==> src/rtl/cpsr_flag_update_pkg.sv <==
// Shared CPSR definitions: flag bit indices, mode encodings, reset value,
// MSR f-field write mask and the staged ALU result record.
// Optional feature macro: CPSR_Q_EN (sticky saturation flag in bit 27).
package cpsr_flag_update_pkg;

  localparam int CPSR_N = 31;
  localparam int CPSR_Z = 30;
  localparam int CPSR_C = 29;
  localparam int CPSR_V = 28;
  localparam int CPSR_Q = 27;

  localparam logic [4:0] MODE_USR = 5'h10;
  localparam logic [4:0] MODE_FIQ = 5'h11;
  localparam logic [4:0] MODE_IRQ = 5'h12;
  localparam logic [4:0] MODE_SVC = 5'h13;
  localparam logic [4:0] MODE_ABT = 5'h17;
  localparam logic [4:0] MODE_UND = 5'h1B;
  localparam logic [4:0] MODE_SYS = 5'h1F;

  localparam logic [31:0] RESET_CPSR_VAL = 32'h0000_00D3;

  // Writable bits of cpsr[31:24]; bits 26:24 always read 0, bit 27 only with Q.
`ifdef CPSR_Q_EN
  localparam logic [7:0] F_WMASK = 8'hF8;
`else
  localparam logic [7:0] F_WMASK = 8'hF0;
`endif

  typedef struct packed {
    logic [31:0] value;
    logic        logical;
    logic        carry;
    logic        shift_carry;
    logic        overflow;
  } alu_res_t;

endpackage

==> src/rtl/cpsr_flag_update_calc.sv <==
// cpsr_flag_calc: combinational NZCV from a staged ALU result.
// Logical ops take C from the shifter and keep the current V.
module cpsr_flag_calc
  import cpsr_flag_update_pkg::*;
(
  input  alu_res_t   i_res,
  input  logic       i_v_in,
  output logic [3:0] o_nzcv
);

  logic w_n, w_z, w_c, w_v;

  assign w_n    = i_res.value[31];
  assign w_z    = ~|i_res.value;
  assign w_c    = i_res.logical ? i_res.shift_carry : i_res.carry;
  assign w_v    = i_res.logical ? i_v_in : i_res.overflow;
  assign o_nzcv = {w_n, w_z, w_c, w_v};

endmodule

==> src/rtl/cpsr_flag_update.sv <==
// cpsr_flag_update: architectural CPSR owner. Flag-setting results are staged
// one cycle then committed (latency 2 to cpsr); MSR writes land in one cycle
// and win over a same-edge commit on the f field. Tracks in-flight flag
// setters so issue can stall on flags_pending.
// Optional feature macro: CPSR_Q_EN (sticky Q flag set by saturating results).
module cpsr_flag_update
  import cpsr_flag_update_pkg::*;
#(
  parameter int          PEND_W     = 3,
  parameter logic [31:0] RESET_CPSR = RESET_CPSR_VAL
) (
  input  logic        clk,
  input  logic        reset,
  input  logic        issue_set,
  input  logic        res_valid,
  input  logic        res_s,
  input  logic        res_cond_ok,
  input  logic        res_logical,
  input  logic [31:0] res_value,
  input  logic        res_carry,
  input  logic        res_shift_carry,
  input  logic        res_overflow,
  input  logic        res_sat,
  input  logic        msr_valid,
  input  logic [3:0]  msr_mask,
  input  logic [31:0] msr_data,
  output logic [31:0] cpsr,
  output logic        flags_wr,
  output logic        flags_pending,
  output logic        pend_err
);

  localparam logic [PEND_W-1:0] CNT_MAX = '1;

  logic              r_s1_valid;
  alu_res_t          r_s1_res;
  logic [PEND_W-1:0] r_cnt;
  logic              r_err;
  logic [31:0]       r_cpsr;
  logic [31:0]       w_cpsr_nxt;
  logic [3:0]        w_nzcv;
  logic              w_inc, w_dec;
  logic              w_unused;

`ifdef CPSR_Q_EN
  logic              r_s1_qset;

  // Q set request rides alongside the flag stage; S bit not required.
  always_ff @(posedge clk) begin
    if (reset) r_s1_qset <= 1'b0;
    else       r_s1_qset <= res_valid & res_cond_ok & res_sat;
  end

  assign w_unused = ^{msr_mask[2:1], msr_data[23:8]};
`else
  assign w_unused = ^{msr_mask[2:1], msr_data[23:8], res_sat};
`endif

  // Stage 1: capture result; only S=1, condition-passed results commit.
  always_ff @(posedge clk) begin
    if (reset) r_s1_valid <= 1'b0;
    else       r_s1_valid <= res_valid & res_s & res_cond_ok;
    r_s1_res <= '{value:       res_value,
                  logical:     res_logical,
                  carry:       res_carry,
                  shift_carry: res_shift_carry,
                  overflow:    res_overflow};
  end

  cpsr_flag_calc u_calc (
    .i_res  (r_s1_res),
    .i_v_in (r_cpsr[CPSR_V]),
    .o_nzcv (w_nzcv)
  );

  // Next CPSR: stage-2 commit first, MSR overlays last so it wins on [31:24].
  always_comb begin
    w_cpsr_nxt = r_cpsr;
    if (r_s1_valid) w_cpsr_nxt[CPSR_N:CPSR_V] = w_nzcv;
`ifdef CPSR_Q_EN
    if (r_s1_qset) w_cpsr_nxt[CPSR_Q] = 1'b1;
`endif
    if (msr_valid && msr_mask[3]) w_cpsr_nxt[31:24] = msr_data[31:24] & F_WMASK;
    if (msr_valid && msr_mask[0]) w_cpsr_nxt[7:0]   = msr_data[7:0];
  end

  // CPSR register.
  always_ff @(posedge clk) begin
    if (reset) r_cpsr <= RESET_CPSR;
    else       r_cpsr <= w_cpsr_nxt;
  end

  assign w_inc = issue_set;
  assign w_dec = res_valid & res_s;

  // In-flight counter: saturates at both ends and flags the event stickily.
  always_ff @(posedge clk) begin
    if (reset) begin
      r_cnt <= '0;
      r_err <= 1'b0;
    end else if (w_inc && !w_dec) begin
      if (r_cnt == CNT_MAX) r_err <= 1'b1;
      else                  r_cnt <= r_cnt + 1'b1;
    end else if (w_dec && !w_inc) begin
      if (r_cnt == '0) r_err <= 1'b1;
      else             r_cnt <= r_cnt - 1'b1;
    end
  end

  assign cpsr          = r_cpsr;
  assign flags_wr      = r_s1_valid;
  assign flags_pending = (r_cnt != '0) || r_s1_valid;
  assign pend_err      = r_err;

endmodule

==> config.mk <==
export PLATFORM = sky130hd
export DESIGN_NAME = cpsr_flag_update
export DESIGN_NICKNAME = d
export VERILOG_FILES = /design/src/rtl/cpsr_flag_update_pkg.sv /design/src/rtl/cpsr_flag_update_calc.sv /design/src/rtl/cpsr_flag_update.sv
export SDC_FILE = /design/constraint.sdc
export NUM_CORES = 1
export LEC_CHECK = 0
export ABC_CLOCK_PERIOD_IN_PS = 5900
export CAP_MARGIN = 0
export CORE_MARGIN = 4
export CORE_UTILIZATION = 39
export CTS_BUF_LIST = sky130_fd_sc_hd__clkbuf_2
export CTS_CLUSTER_DIAMETER = 40
export DETAILED_ROUTE_END_ITERATION = 10
export MAX_ROUTING_LAYER = met4
export PLACE_DENSITY = 0.87
export SKIP_LAST_GASP = 1
export SYNTH_ARGS = -nofsm -noshare
export SYNTH_HDL_FRONTEND = slang
export SYNTH_SLANG_ARGS = --single-unit
==> constraint.sdc <==
create_clock -name clk -period 5.9 [get_ports clk]
set_input_delay 1.77 -clock clk [delete_from_list [all_inputs] [get_ports clk]]
set_output_delay 1.77 -clock clk [all_outputs]
set_load 0.05 [all_outputs]
==> flow_summary_export.csv <==
group,metric,value,unit
cts,cts_buffers,5,
floorplan,start_util,41.5,%
sta,fin_crit_sh,65.4,%
cells_and_area,final_core_util,59.6,%
route,routedWlPerCell,12.8,µm
sta,grt_setup_unrepaired,"no",
sta,fmax,0.259,GHz
placement,hpwl,2830,µm
cells_and_area,instances_no_fill,275,
critical_path,rrSetupSlack,4.17,ns
cells_and_area,final_area,2470,µm²
critical_path,worstReg2RegStart,"r_cnt[0]",
route,vias_per_cell,4.63,
cts,cts_tree,"yes",
logic_synthesis,netlist_area,1720,µm²
sta,finalMaxSlewViolations,0,
floorplan,io_pins,115,
run,max-cap-violations,0,
logic_synthesis,syn_avg_cell_area,11.4,µm²
floorplan,die_area,5530,µm²
placement,postPlaceCellArea,2390,µm²
sta,relSlewSlack,50.4,%
critical_path,crit_fanout,5,
logic_synthesis,synth_top_area_share,61.7,%
critical_path,setup.worst_path.class,"flip-flop to primary output",
logic_synthesis,yosysTopAreaCell,"dfxtp_1",
cells_and_area,nets,307,
global_route,grt_max_degree,20,
route,ant_nets,0,
global_route,grt_overflow,0,
global_route,track_usage,13.6,%
cells_and_area,fillCellCount,367,
placement,dp_cells,267,
cts,cts_setup_buffers,0,
route,wirelength,3520,µm
sta,clock_skew,0.0162,ns
logic_synthesis,syn_inst,151,
sta,finalSetupViolations,0,
sta,worst_pin_slew,0.741,ns
cells_and_area,syn2layout_area_growth,43.7,%
critical_path,startpoint,"r_cnt[0]",
route,firstDrtPassIters,4,
placement,gp_congestion,0.723,
cells_and_area,drive_above_1_share,4.89,%
route,drt-initial-drc-count,12,
cts,clkSinkCount,53,
route,post-route-drc-count,0,
cts,cts.repair.resized,0,
cells_and_area,antenna_cells,0,
floorplan,num_rows,23,
cts,clk_path_buf_depth,2,
placement,io_buffer_count,71,
logic_synthesis,ys_seq_area_share,61.7,%
logic_synthesis,ys_warn_count,0,
hold_path,worstHoldStart,"cpsr[2]",
floorplan,dieHeight,74.4,µm
critical_path,endpoint_kind,"primary output",
floorplan,coreArea,4140,µm²
outcome,status,"completed",
global_route,grt_pass1_wl,5420,µm
cts,cts_hold_buffers,0,
power,ir_drop,0.206,mV
cts,clk_latency,0.42,ns
critical_path,critPathLaunchType,"flip-flop",
power,p_leak,1.00,nW
logic_synthesis,ys_ff_latch,53,
cts,cts_root_buf,"clkbuf_2",
sta,final-hold-violation-count,0,
logic_synthesis,synth_area_leaders,"dfxtp_1 62%, buf_4 9.2%, nor4_1 2.9%, a211o_1 2.5%, mux2i_1 2.3%",
route,via_count,1274,
sta,period_needed,3.86,ns
power,p_per_area,311,nW/µm²
critical_path,required,4.13,ns
global_route,antenna_found_initial,0,
sta,setup_tns,0,ns
cts,h-tree-depth,2,
floorplan,die_w,74.4,µm
logic_synthesis,ys_types,30,
critical_path,critPathArrivalTime,2.09,ns
global_route,grt_pass1_vias,1277,
hold_path,hold_path_class,"flip-flop to flip-flop",
cts,clk_transition_reported_paths,0.27,ns
per-stage QoR:
stage	power, W	hold WS (ns)	worst slack, ns
floorplan	0.000529	0.490	2.60
global placement	0.000583	0.443	2.08
detailed placement	0.000587	0.448	2.04
CTS	0.000775	0.478	2.00
global route	0.000808	0.504	1.92
finish	0.000768	0.478	2.04
registers in the layout, summed over array words and instances (netlist names):
signal,count
flags_wr,1
pend_err,1
r_cnt,3
r_s1_res,36
cpsr,12
placed cells by master, fill, tap and decap left out, drive strengths merged, types with 2 or more instances in the layout:
master / n
nor4: 8
conb: 20
clkdlybuf4s50: 71
mux2i: 4
and3: 5
a21oi: 6
a211oi: 2
nand3: 6
nand2: 7
dfxtp: 53
ha: 3
clkbuf: 5
nor2: 8
xnor2: 2
nor2b: 3
nand4: 2
or4: 2
and3b: 2
a211o: 5
cell usage after synthesis (all sizes together):
| library cell | number |
|---|---|
| dfxtp | 53 |
| buf | 22 |
| nor2 | 8 |
| nor4 | 8 |
| nand2 | 7 |
| a21oi | 6 |
| nand3 | 6 |
| a211o | 5 |
| and3 | 5 |
| mux2i | 4 |
| ha | 3 |
| nor2b | 3 |
| a211oi | 2 |
| and3b | 2 |
| clkbuf | 2 |
| nand4 | 2 |
| or4 | 2 |
| xnor2 | 2 |
| a21bo | 1 |
| a31oi | 1 |
| conb | 1 |
| mux2 | 1 |
| nor3b | 1 |
| o211ai | 1 |
| o21ai | 1 |
| o32ai | 1 |
| or3 | 1 |
where the power goes:
part / internal [W] / total (W) / leakage (nW) / switching, W
logic: 0.0000805 / 0.000179 / 0.512 / 0.0000981
registers: 0.000385 / 0.000400 / 0.444 / 0.0000152
clock network: 0.0000759 / 0.000190 / 0.0451 / 0.000114
kinds of logic after synthesis:
logic type / after synthesis / share of synthesized area (%)
AO/OA/AOI/OAI: 18 / 7.35
XOR/XNOR: 2 / 1.02
adder cells (fa/ha/maj): 3 / 2.18
buffers and inverters: 24 / 9.83
flip-flops: 53 / 61.7
multiplexers: 5 / 2.98
other: 1 / 0.218
AND/OR/NAND/NOR: 45 / 14.7
layout make-up:
class / count / area [µm²] / area share, %
Sequential cell: 53 / 1060 / 43.0
Timing Repair Buffer: 71 / 711 / 28.8
Multi-Input combinational cell: 93 / 561 / 22.7
Tap cell: 50 / 62.6 / 2.53
Clock inverter: 3 / 50.0 / 2.03
Clock buffer: 5 / 25.0 / 1.01
worst max-delay path, stage by stage, from the launching register on:
cell and delay [ns]:
dfxtp_1 0.42, or4_1 0.54, clkdlybuf4s50_1 0.72
path summary, 6_finish.rpt:
check	to	cells after the start
max	flags_pending	2
min	cpsr[2]	2
max reg2reg	r_cnt[2]	4
min reg2reg	cpsr[2]	2
routing by layer:
metal	wire length, µm	share of wire (%)	track usage (%)
met1	1250	36	13.2
met2	1770	50	23.4
met3	453	13	6.76
met4	37	1.1	4.74
met5	0	0	-
No activity file was read; power rests on OpenSTA's default activity.
